==> config.mk <==
export PLATFORM = sky130hd
export DESIGN_NAME = pipelined_addsub
export DESIGN_NICKNAME = d
export VERILOG_FILES = /design/src/rtl/pipelined_addsub.sv
export SDC_FILE = /design/constraint.sdc
export NUM_CORES = 1
export LEC_CHECK = 0
export CAP_MARGIN = 20
export CORE_MARGIN = 5
export CORE_UTILIZATION = 30
export DETAILED_ROUTE_END_ITERATION = 10
export PLACE_DENSITY = 0.49
export SYNTH_ARGS = -nofsm -noshare
export SYNTH_HDL_FRONTEND = slang
export SYNTH_SLANG_ARGS = --single-unit
==> constraint.sdc <==
create_clock -name clk -period 2 [get_ports clk]
set_input_delay 0.4 -clock clk [delete_from_list [all_inputs] [get_ports clk]]
set_output_delay 0.4 -clock clk [all_outputs]
set_load 0.05 [all_outputs]
==> src/rtl/pipelined_addsub.sv <==
// Pipelined add/subtract: one SLICE-bit carry-lookahead slice per stage, carry rippled
// stage to stage through registers, valid/ready handshake with full-rate stall propagation.
module pipelined_addsub #(
  parameter int WIDTH = 32,
  parameter int SLICE = 8
) (
  input  logic             clk,
  input  logic             rst_n,
  input  logic             in_valid,
  output logic             in_ready,
  input  logic [WIDTH-1:0] a,
  input  logic [WIDTH-1:0] b,
  input  logic             cin,
  input  logic             sub,
  output logic             out_valid,
  input  logic             out_ready,
  output logic [WIDTH-1:0] sum,
  output logic             cout,
  output logic             of
);

  localparam int STAGES = WIDTH / SLICE;

  // Returns {carry out of slice MSB, carry into slice MSB, slice sum}.
  function automatic logic [SLICE+1:0] cla_slice(input logic [SLICE-1:0] x,
                                                 input logic [SLICE-1:0] y,
                                                 input logic             ci);
    logic [SLICE-1:0] g;
    logic [SLICE-1:0] p;
    logic [SLICE:0]   c;
    logic             term;
    logic             pp;
    g    = x & y;
    p    = x ^ y;
    c    = '0;
    c[0] = ci;
    for (int i = 0; i < SLICE; i++) begin
      term = g[i];
      pp   = p[i];
      for (int j = i - 1; j >= 0; j--) begin
        term = term | (pp & g[j]);
        pp   = pp & p[j];
      end
      c[i+1] = term | (pp & ci);
    end
    return {c[SLICE], c[SLICE-1], p ^ c[SLICE-1:0]};
  endfunction

  logic [STAGES-1:0] vld_q;
  logic [STAGES-1:0] vld_d;
  logic [STAGES-1:0] ld;
  logic [STAGES-1:0] c_q;
  logic [STAGES-1:0] c_d;
  logic [STAGES-1:0] cy_in;
  logic [WIDTH-1:0]  a_q [STAGES];
  logic [WIDTH-1:0]  b_q [STAGES];
  logic [WIDTH-1:0]  s_q [STAGES];
  logic [WIDTH-1:0]  a_d [STAGES];
  logic [WIDTH-1:0]  b_d [STAGES];
  logic [WIDTH-1:0]  s_d [STAGES];
  logic [SLICE+1:0]  slc;
  logic              ld_run;
  logic              of_q;
  logic              of_d;

  always_comb begin
    // A stage loads when it is empty or everything downstream of it moves.
    ld_run = out_ready;
    for (int k = STAGES - 1; k >= 0; k--) begin
      ld_run = ld_run | ~vld_q[k];
      ld[k]  = ld_run;
    end

    vld_d[0] = in_valid;
    a_d[0]   = a;
    b_d[0]   = sub ? ~b : b;
    cy_in[0] = sub ? 1'b1 : cin;
    s_d[0]   = '0;
    for (int k = 1; k < STAGES; k++) begin
      vld_d[k] = vld_q[k-1];
      a_d[k]   = a_q[k-1];
      b_d[k]   = b_q[k-1];
      cy_in[k] = c_q[k-1];
      s_d[k]   = s_q[k-1];
    end

    slc = '0;
    c_d = '0;
    for (int k = 0; k < STAGES; k++) begin
      slc                       = cla_slice(a_d[k][k*SLICE +: SLICE], b_d[k][k*SLICE +: SLICE], cy_in[k]);
      s_d[k][k*SLICE +: SLICE]  = slc[SLICE-1:0];
      c_d[k]                    = slc[SLICE+1];
    end
    // slc now holds the MSB slice, so its two top carries give signed overflow.
    of_d = slc[SLICE+1] ^ slc[SLICE];
  end

  // Stage boundary: valid bits and the result path, cleared on reset.
  always_ff @(posedge clk or negedge rst_n) begin
    if (!rst_n) begin
      vld_q <= '0;
      c_q   <= '0;
      of_q  <= 1'b0;
      for (int k = 0; k < STAGES; k++) begin
        s_q[k] <= '0;
      end
    end else begin
      for (int k = 0; k < STAGES; k++) begin
        if (ld[k]) begin
          vld_q[k] <= vld_d[k];
          if (vld_d[k]) begin
            s_q[k] <= s_d[k];
            c_q[k] <= c_d[k];
          end
        end
      end
      if (ld[STAGES-1] && vld_d[STAGES-1]) begin
        of_q <= of_d;
      end
    end
  end

  // Stage boundary: operand skew registers, data only.
  always_ff @(posedge clk) begin
    for (int k = 0; k < STAGES; k++) begin
      if (ld[k] && vld_d[k]) begin
        a_q[k] <= a_d[k];
        b_q[k] <= b_d[k];
      end
    end
  end

  assign in_ready  = ld[0];
  assign out_valid = vld_q[STAGES-1];
  assign sum       = s_q[STAGES-1];
  assign cout      = c_q[STAGES-1];
  assign of        = of_q;

endmodule
==> results.cfg, run 1 <==
[floorplanning]
die_h_um = 170
start_util = 0.306
core_um2 = 25300
rows = 58
die-area_um2 = 29100
pin_count = 106
die_w_um = 170

[placed_design]
port_buffers = 105
place_area_um2 = 9410
gp_congestion = 0.769
hpwl_um = 10800
pre_cts_slack_ps = -469

[route]
drtIter0Drc = 195
vias_per_cell = 4.33
ant_nets = 0
drcViolationCount = 0
routedWlPerCell_um = 13.7
vias = 4594
wirelength_um = 14500
drt-pass1-iter-count = 5

[synthesis]
netlist.area_leader.share = 0.373
synth_area_leaders = edfxtp_1 (37%), dfrtp_1 (29%), nand2_1 (5.5%), ha_1 (5.5%), xor2_1 (4.9%)
synthFlopType = edfxtp_1
netlist-cell-type-count = 41
avgSynthCellArea_um2 = 13.4
synth_nets = 684
syn-instance-count = 576
synth_edf_count = 96
ys_top_cells_by_count = nand2_1 (114), edfxtp_1 (96), dfrtp_1 (89)
async_flop_share = 0.481
yosysSeqAreaShare = 0.661
synth_top_area_cell = edfxtp_1
synth.cell_area_um2 = 7730
yosys_register_bits = 185
ys_warn_count = 0
yosys.cell_count.top_type = nand2_1

[finish]
diodes = 0
drive_gt1_frac = 0.167
fill_cells = 2424
syn2layout_area_growth_pct = 30.8
final_area_um2 = 10100
layout.nets = 826

[setup_path]
start_kind = input port
critPathMaxStageDelay_ps = 440
path_class = in -> out
path_delay_family = buffers and inverters
cp-end-kind = output port
crit_path_top_delay_cell = clkdlybuf4s50_1
arrival_ps = 1560
crit_chain = clkdlybuf4s50_1 > nand4b_1 > or2_4 > buf_4
worstPathRequired_ps = 1600
worst-path-buf-inv = 2
path_max_fanout = 3

[clocking]
worstSkewPairLatency_ps = 420
numClockSinks = 185
root_buffer = clkbuf_16
numCtsBuffers = 17
clk_path_buf_depth = 2
cts_tree = done
htreeDepth = 4
clkTransAtPathRegs_ps = 60

[pwr]
ir_worst_vdd_mv = 0.776
powerDensity_nw_per_um2 = 1250
leakagePower_nw = 4.29
total_power_w = 0.0126

[global_route]
grt_pass1_wl_um = 24100
grt_antenna_before_repair = 1
grt_pass1_vias = 4812
overflow = 0
grt_max_degree = 56
gr-usage-all-layers = 0.105

[run]
maxCapViolCount = 0

[timing]
fin_worst_skew_ps = 11.9
fmax_mhz = 511
max_slew_margin = 0.660
hold_viol_final = 0
drv_slew = 0
fin_crit_sh = 0.979
final.min_clock_period_ps = 1960
fin_ws_ps = 41.3
worst_pin_slew_ps = 508
fin_setup_tns_ps = 0
setup_viol = 0

[hold_path]
hold_class = in -> async

[outcome]
status = finished clean
-- per-layer routing --
| metal | vias up | GRT usage | wire, um |
|---|---|---|---|
| met3 | 15 | 0.0300 | 602 |
| li1 | 2307 | - | - |
| met1 | 2189 | 0.136 | 6470 |
| met2 | 81 | 0.172 | 7240 |
| met4 | 2 | 0.0354 | 169 |
| met5 | - | 0 | 20 |
-- state kept, by name, indices dropped and copies added, names as in the netlist --
| register | cells |
|---|---|
| a_q | 48 |
| of | 1 |
| c_q | 4 |
| vld_q | 4 |
| s_d | 48 |
| b_q | 48 |
| sum | 32 |
-- placed cells by master, fill, tap and decap left out, types with 3 or more instances in the layout --
| cell | Yosys | final |
|---|---|---|
| nand2_1 | 114 | 114 |
| nor2_1 | 11 | 11 |
| or3b_1 | 3 | 3 |
| a21oi_1 | 13 | 11 |
| mux2_2 | 27 | 27 |
| fa_1 | 4 | 4 |
| nor3_1 | 11 | 11 |
| nand3_1 | 5 | 4 |
| dfrtp_1 | 89 | 88 |
| xnor2_1 | 10 | 10 |
| dlygate4sd2_1 | 0 | 21 |
| o21ai_1 | 2 | 5 |
| inv_6 | 0 | 4 |
| o31ai_1 | 8 | 8 |
| ha_1 | 34 | 32 |
| nand2b_1 | 4 | 4 |
| o211ai_1 | 5 | 5 |
| buf_4 | 0 | 40 |
| o21ai_0 | 30 | 26 |
| clkbuf_16 | 0 | 17 |
| bufinv_16 | 0 | 3 |
| a31oi_1 | 3 | 3 |
| clkinv_1 | 0 | 3 |
| o21a_1 | 8 | 8 |
| buf_12 | 0 | 7 |
| a21o_1 | 6 | 6 |
| xor2_1 | 43 | 42 |
| clkdlybuf4s50_1 | 0 | 64 |
| clkinv_4 | 0 | 3 |
| inv_1 | 12 | 10 |
| edfxtp_1 | 96 | 96 |
| dlymetal6s2s_1 | 0 | 7 |
-- cell type report --
cell class                 count  area (um^2)  area share
clock buffer                  18          439      0.0434
clock inverter                14          168      0.0166
inverter                      12         52.6     0.00520
multi-input combinational    361         2560       0.253
sequential                   185         5110       0.506
tap                          330          413      0.0408
timing repair buffer         141         1370       0.135
-- final timing paths --
| kind | slack (ps) | depth (start not counted) | endpoint | start |
|---|---|---|---|---|
| max reg2reg | 110 | 6 | of$_DFFE_PN0P_ | a_q[2][25]$_DFFE_PP_ |
| min reg2reg | 420 | 0 | b_q[2][29]$_DFFE_PP_ | b_q[1][29]$_DFFE_PP_ |
| min in group clk | 420 | 0 | b_q[2][29]$_DFFE_PP_ | b_q[1][29]$_DFFE_PP_ |
| max in group asynchronous | 1070 | 3 | sum[24]$_DFFE_PN0P_ | rst_n |
| max | 40 | 4 | in_ready | out_ready |
| min | 380 | 2 | s_d[32]$_DFFE_PN0P_ | rst_n |
-- worst register-to-register path, delay by kind of cell, from the launching register on --
kind                     cells  cell delay (ps)
AO/OA/AOI/OAI                4              690
adder cells (fa/ha/maj)      1              380
flip-flops                   1              380
AND/OR/NAND/NOR              1              350
-- report_power, final --
part / internal [W] / leakage [nW] / total [W] / switching, W
combinational: 0.00139 / 1.98 / 0.00368 / 0.00230
clock: 0.00201 / 0.298 / 0.00343 / 0.00142
sequential: 0.00501 / 2.01 / 0.00549 / 0.000482
total: 0.00841 / 4.29 / 0.0126 / 0.00420
-- cell families after synthesis --
group / synth area share
flip-flops: 0.661
AND/OR/NAND/NOR: 0.0870
AO/OA/AOI/OAI: 0.0693
XOR/XNOR: 0.0601
adder cells (fa/ha/maj): 0.0654
buffers and inverters: 0.0164
multiplexers: 0.0406
-- stage by stage --
| stage | util | hold slack [ps] | instances |
|---|---|---|---|
| after floorplan | - | 104 | 576 |
| after global routing | 0.400 | 385 | 1061 |
| after detailed placement | 0.373 | 278 | 1024 |
| final | 0.400 | 380 | 1061 |
| after global placement | 0.373 | 276 | 1024 |
| after CTS | 0.396 | 367 | 1058 |
-- repair_timing --
action                                 CTS  global route
pin swaps                                2             7
hold buffers                             1             0
buffers inserted                         1             3
resized for setup                       21            21
setup endpoints to repair               23            17
endpoints found under the hold margin   14             0
Note: power is estimated with default switching activity, not from simulation.
==> run 2: changes to the inputs <==
Settings changed: RECOVER_POWER set to 25.
==> results.cfg, run 2 (same netlist as run 1, synthesis figures left out) <==
[outcome]
status = finished clean

[finish]
drive_gt1_frac = 0.166
register_area_um2 = 5110
fin_util = 0.400
final_cell_mix = nand2_1 (114), edfxtp_1 (96), dfrtp_1 (88)
fill_cells = 2424
diodes = 0
multi_input_area_um2 = 2560
layout.nets = 826
final_common_cell = nand2_1
syn2layout_area_growth_pct = 30.8

[setup_path]
rrSetupSlack_ps = 110
arrival_ps = 1560
path_class = in -> out
cp-end-kind = output port
rr_endpoint = of$_DFFE_PN0P_
cp-startpoint = out_ready
crit_path_end = in_ready
path_max_fanout = 3
r2r_start = a_q[2][25]$_DFFE_PP_
worstPathRequired_ps = 1600
start_kind = input port
reg2reg_depth = 6

[route]
routedWlPerCell_um = 13.7
drcViolationCount = 0
ant_nets = 0
vias = 4593
drtIter0Drc = 191
vias_per_cell = 4.33
wirelength_um = 14500
drt-pass1-iter-count = 5

[hold_path]
holdPathStages = 0
hold_class = reg -> reg

[timing]
max_slew_margin = 0.377
worst_pin_slew_ps = 935
final.min_clock_period_ps = 1960
fin_ws_ps = 41.3
fmax_mhz = 511
fin_worst_skew_ps = 11.2
fin_crit_sh = 0.979
drv_slew = 0
hold_viol_final = 0
setup_viol = 0

[clocking]
clk_path_buf_depth = 2
worstSkewPairLatency_ps = 430
numCtsBuffers = 17
cts_tree = done
numClockSinks = 185
htreeDepth = 4
root_buffer = clkbuf_16
clkTransAtPathRegs_ps = 70

[floorplanning]
die-area_um2 = 29100
start_util = 0.306
core_um2 = 25300
die_w_um = 170
rows = 58
pin_count = 106
die_h_um = 170

[global_route]
gr-usage-all-layers = 0.105
grt_pass1_wl_um = 24100
grt_max_degree = 56
overflow = 0
grt_pass1_vias = 4812
grt_antenna_before_repair = 1

[run]
maxCapViolCount = 0

[pwr]
ir_worst_vdd_mv = 0.776
leakagePower_nw = 4.29
powerDensity_nw_per_um2 = 1250
total_power_w = 0.0126

[placed_design]
gp_congestion = 0.769
hpwl_um = 10800
port_buffers = 105
pre_cts_slack_ps = -469
## run 2: cell type report
class,instances,share of cell area
Clock buffer,18,0.0435
Clock inverter,14,0.0166
Inverter,12,0.00520
Multi-Input combinational cell,361,0.253
Sequential cell,185,0.506
Tap cell,330,0.0409
Timing Repair Buffer,141,0.135
## run 2: how the worst min path moves through the flow
stage                                 endpoint  slack [ps]                  from
after detailed placement   s_d[64]$_DFFE_PN0P_         280                 rst_n
final                     b_q[2][29]$_DFFE_PP_         420  b_q[1][29]$_DFFE_PP_
after global routing      a_q[1][21]$_DFFE_PP_         420  a_q[0][21]$_DFFE_PP_
after global placement      s_d[0]$_DFFE_PN0P_         280                 rst_n
after CTS                  s_d[64]$_DFFE_PN0P_         370                 rst_n
after floorplan             c_q[0]$_DFFE_PN0P_         100                 rst_n
## run 2: worst max-delay path: stages
cell	delay [ps]
clkdlybuf4s50_1	440
nand4b_1	250
or2_4	280
buf_4	190
## run 2: routing by layer
| layer | routed length, um | part of all wire | track usage |
|---|---|---|---|
| met5 | 20 | 0.0014 | 0 |
| met4 | 189 | 0.013 | 0.0354 |
| met3 | 604 | 0.042 | 0.0300 |
| met2 | 7220 | 0.50 | 0.172 |
| met1 | 6470 | 0.45 | 0.136 |
## run 2: what timing repair did
item	CTS	global route
hold buffers	1	0
pin swaps	2	7
gates cloned	0	0
hold endpoints to repair	14	0
setup endpoints to repair	23	17
setup buffers	1	3
gates resized for setup	21	21
## run 2: report_power, final
part | switching [W] | internal, W
sequential | 0.000482 | 0.00501
combinational | 0.00230 | 0.00138
clock | 0.00143 | 0.00201
## run 2: through the flow
step | TNS, ps | hold slack [ps] | std cells | cell area (um^2)
floorplan | -7510 | 104 | 576 | 7760
global route | -28.9 | 423 | 1061 | 10100
global placement | -13610 | 276 | 1024 | 9410
finish | 0 | 417 | 1061 | 10100
CTS | 0 | 367 | 1058 | 10000
detailed placement | -13110 | 278 | 1024 | 9410
==> run 3: changes to the inputs <==
Settings changed: CELL_PAD_IN_SITES_DETAIL_PLACEMENT set to 2, CELL_PAD_IN_SITES_GLOBAL_PLACEMENT set to 2, CORE_UTILIZATION 30 to 34, PLACE_DENSITY 0.49 to 0.73.
==> results.cfg, run 3 (same netlist as run 1, synthesis figures left out) <==
[outcome]
status = finished clean

[clocking]
htreeDepth = 4
clk_path_buf_depth = 2
worstSkewPairLatency_ps = 440
clkTransAtPathRegs_ps = 70
numClockSinks = 185
cts_tree = done
numCtsBuffers = 17
root_buffer = clkbuf_16

[route]
wl_met1_um = 8120
met2_length_um = 10000
drtIter0Drc = 131
vias_per_cell = 4.81
wl_met3_um = 434
drt-pass1-iter-count = 4
highest_layer = met4
drcViolationCount = 0
routedWlPerCell_um = 18.5
wirelength_um = 18800
vias = 4905
ant_nets = 0

[global_route]
grt_pass1_wl_um = 31300
grt_pass1_vias = 5792
overflow = 0
grt_max_degree = 39
gr-usage-all-layers = 0.154
grt_antenna_before_repair = 0

[floorplanning]
rows = 55
start_util = 0.343
die-area_um2 = 25800
pin_count = 106
die_h_um = 161
die_w_um = 161
core_um2 = 22500

[setup_path]
reg2reg_depth = 6
cp-startpoint = a_q[1][16]$_DFFE_PP_
start_kind = flop
rr_endpoint = c_q[2]$_DFFE_PN0P_
crit_path_end = c_q[2]$_DFFE_PN0P_
rrSetupSlack_ps = 40
path_max_fanout = 3
path_class = reg -> reg
cp-end-kind = flop
arrival_ps = 2320
r2r_start = a_q[1][16]$_DFFE_PP_
worstPathRequired_ps = 2360

[finish]
final_cell_mix = nand2_1 (114), edfxtp_1 (96), dfrtp_1 (88)
fill_cells = 2204
final_common_cell = nand2_1
fin_util = 0.448
syn2layout_area_growth_pct = 30.4
diodes = 0
drive_gt1_frac = 0.178
layout.nets = 829

[timing]
max_slew_margin = 0.309
rsz0062_at_grt = true
fmax_mhz = 511
fin_worst_skew_ps = 17.6
fin_crit_sh = 0.978
final.min_clock_period_ps = 1960
setup_viol = 0
hold_viol_final = 0
fin_ws_ps = 43.5
worst_pin_slew_ps = 1040
drv_slew = 0

[run]
maxCapViolCount = 0

[pwr]
total_power_w = 0.0127
ir_worst_vdd_mv = 0.459
powerDensity_nw_per_um2 = 1260
leakagePower_nw = 4.24

[hold_path]
hold_class = reg -> reg
holdCritStartpoint = a_q[1][31]$_DFFE_PP_

[placed_design]
pre_cts_slack_ps = -549
gp_congestion = 0.751
hpwl_um = 14200
port_buffers = 105
==> run 3: worst min-delay path by stage <==
stage,slack (ps),cells after the start,to
after floorplan,100,0,c_q[0]$_DFFE_PN0P_
after global placement,390,1,s_d[67]$_DFFE_PN0P_
after detailed placement,410,1,s_d[67]$_DFFE_PN0P_
after CTS,420,0,a_q[2][31]$_DFFE_PP_
after global routing,430,0,b_q[2][24]$_DFFE_PP_
final,420,0,a_q[2][31]$_DFFE_PP_
==> run 3: through the flow <==
stage	TNS (ps)	hold WS, ps	instances	cell area [um^2]
after floorplan	-7510	104	576	7760
after global placement	-9210	394	981	9390
after detailed placement	-15170	406	981	9390
after CTS	-16.6	424	1016	9980
after global routing	-85.0	427	1019	10100
final	0	421	1019	10100
==> run 3: what timing repair did <==
action,CTS,global route
buffers inserted,2,3
resized for setup,30,17
endpoints found under the setup margin,32,14
pin swaps,8,6
endpoints found under the hold margin,36,0
hold buffers,1,0
==> run 3: critical path, stage by stage (launching register included) <==
cell      delay, ps
edfxtp_1        470
ha_4            310
a211oi_2         90
o21ai_1         160
or3b_4          400
o211ai_1        260
o21a_1          180
==> run 3: per-layer routing <==
layer  vias up  global-route usage
met1      2490               0.190
li1       2316                   -
met4         0              0.0469
met5         -                   0
met3        16              0.0326
met2        83               0.273
==> run 3: layout make-up <==
cell class / count / area [um^2] / share of cell area
Timing Repair Buffer: 144 / 1390 / 0.138
Tap cell: 285 / 357 / 0.0354
Clock inverter: 15 / 154 / 0.0153
Clock buffer: 17 / 425 / 0.0422
Inverter: 12 / 52.6 / 0.00522
Multi-Input combinational cell: 361 / 2580 / 0.256
Sequential cell: 185 / 5110 / 0.507
==> run 3: power by group <==
group / total (W) / leakage (nW) / switching (W) / internal [W]
clock network: 0.00328 / 0.284 / 0.00161 / 0.00167
registers: 0.00554 / 2.01 / 0.000532 / 0.00501
logic: 0.00387 / 1.94 / 0.00246 / 0.00141
total: 0.0127 / 4.24 / 0.00460 / 0.00809
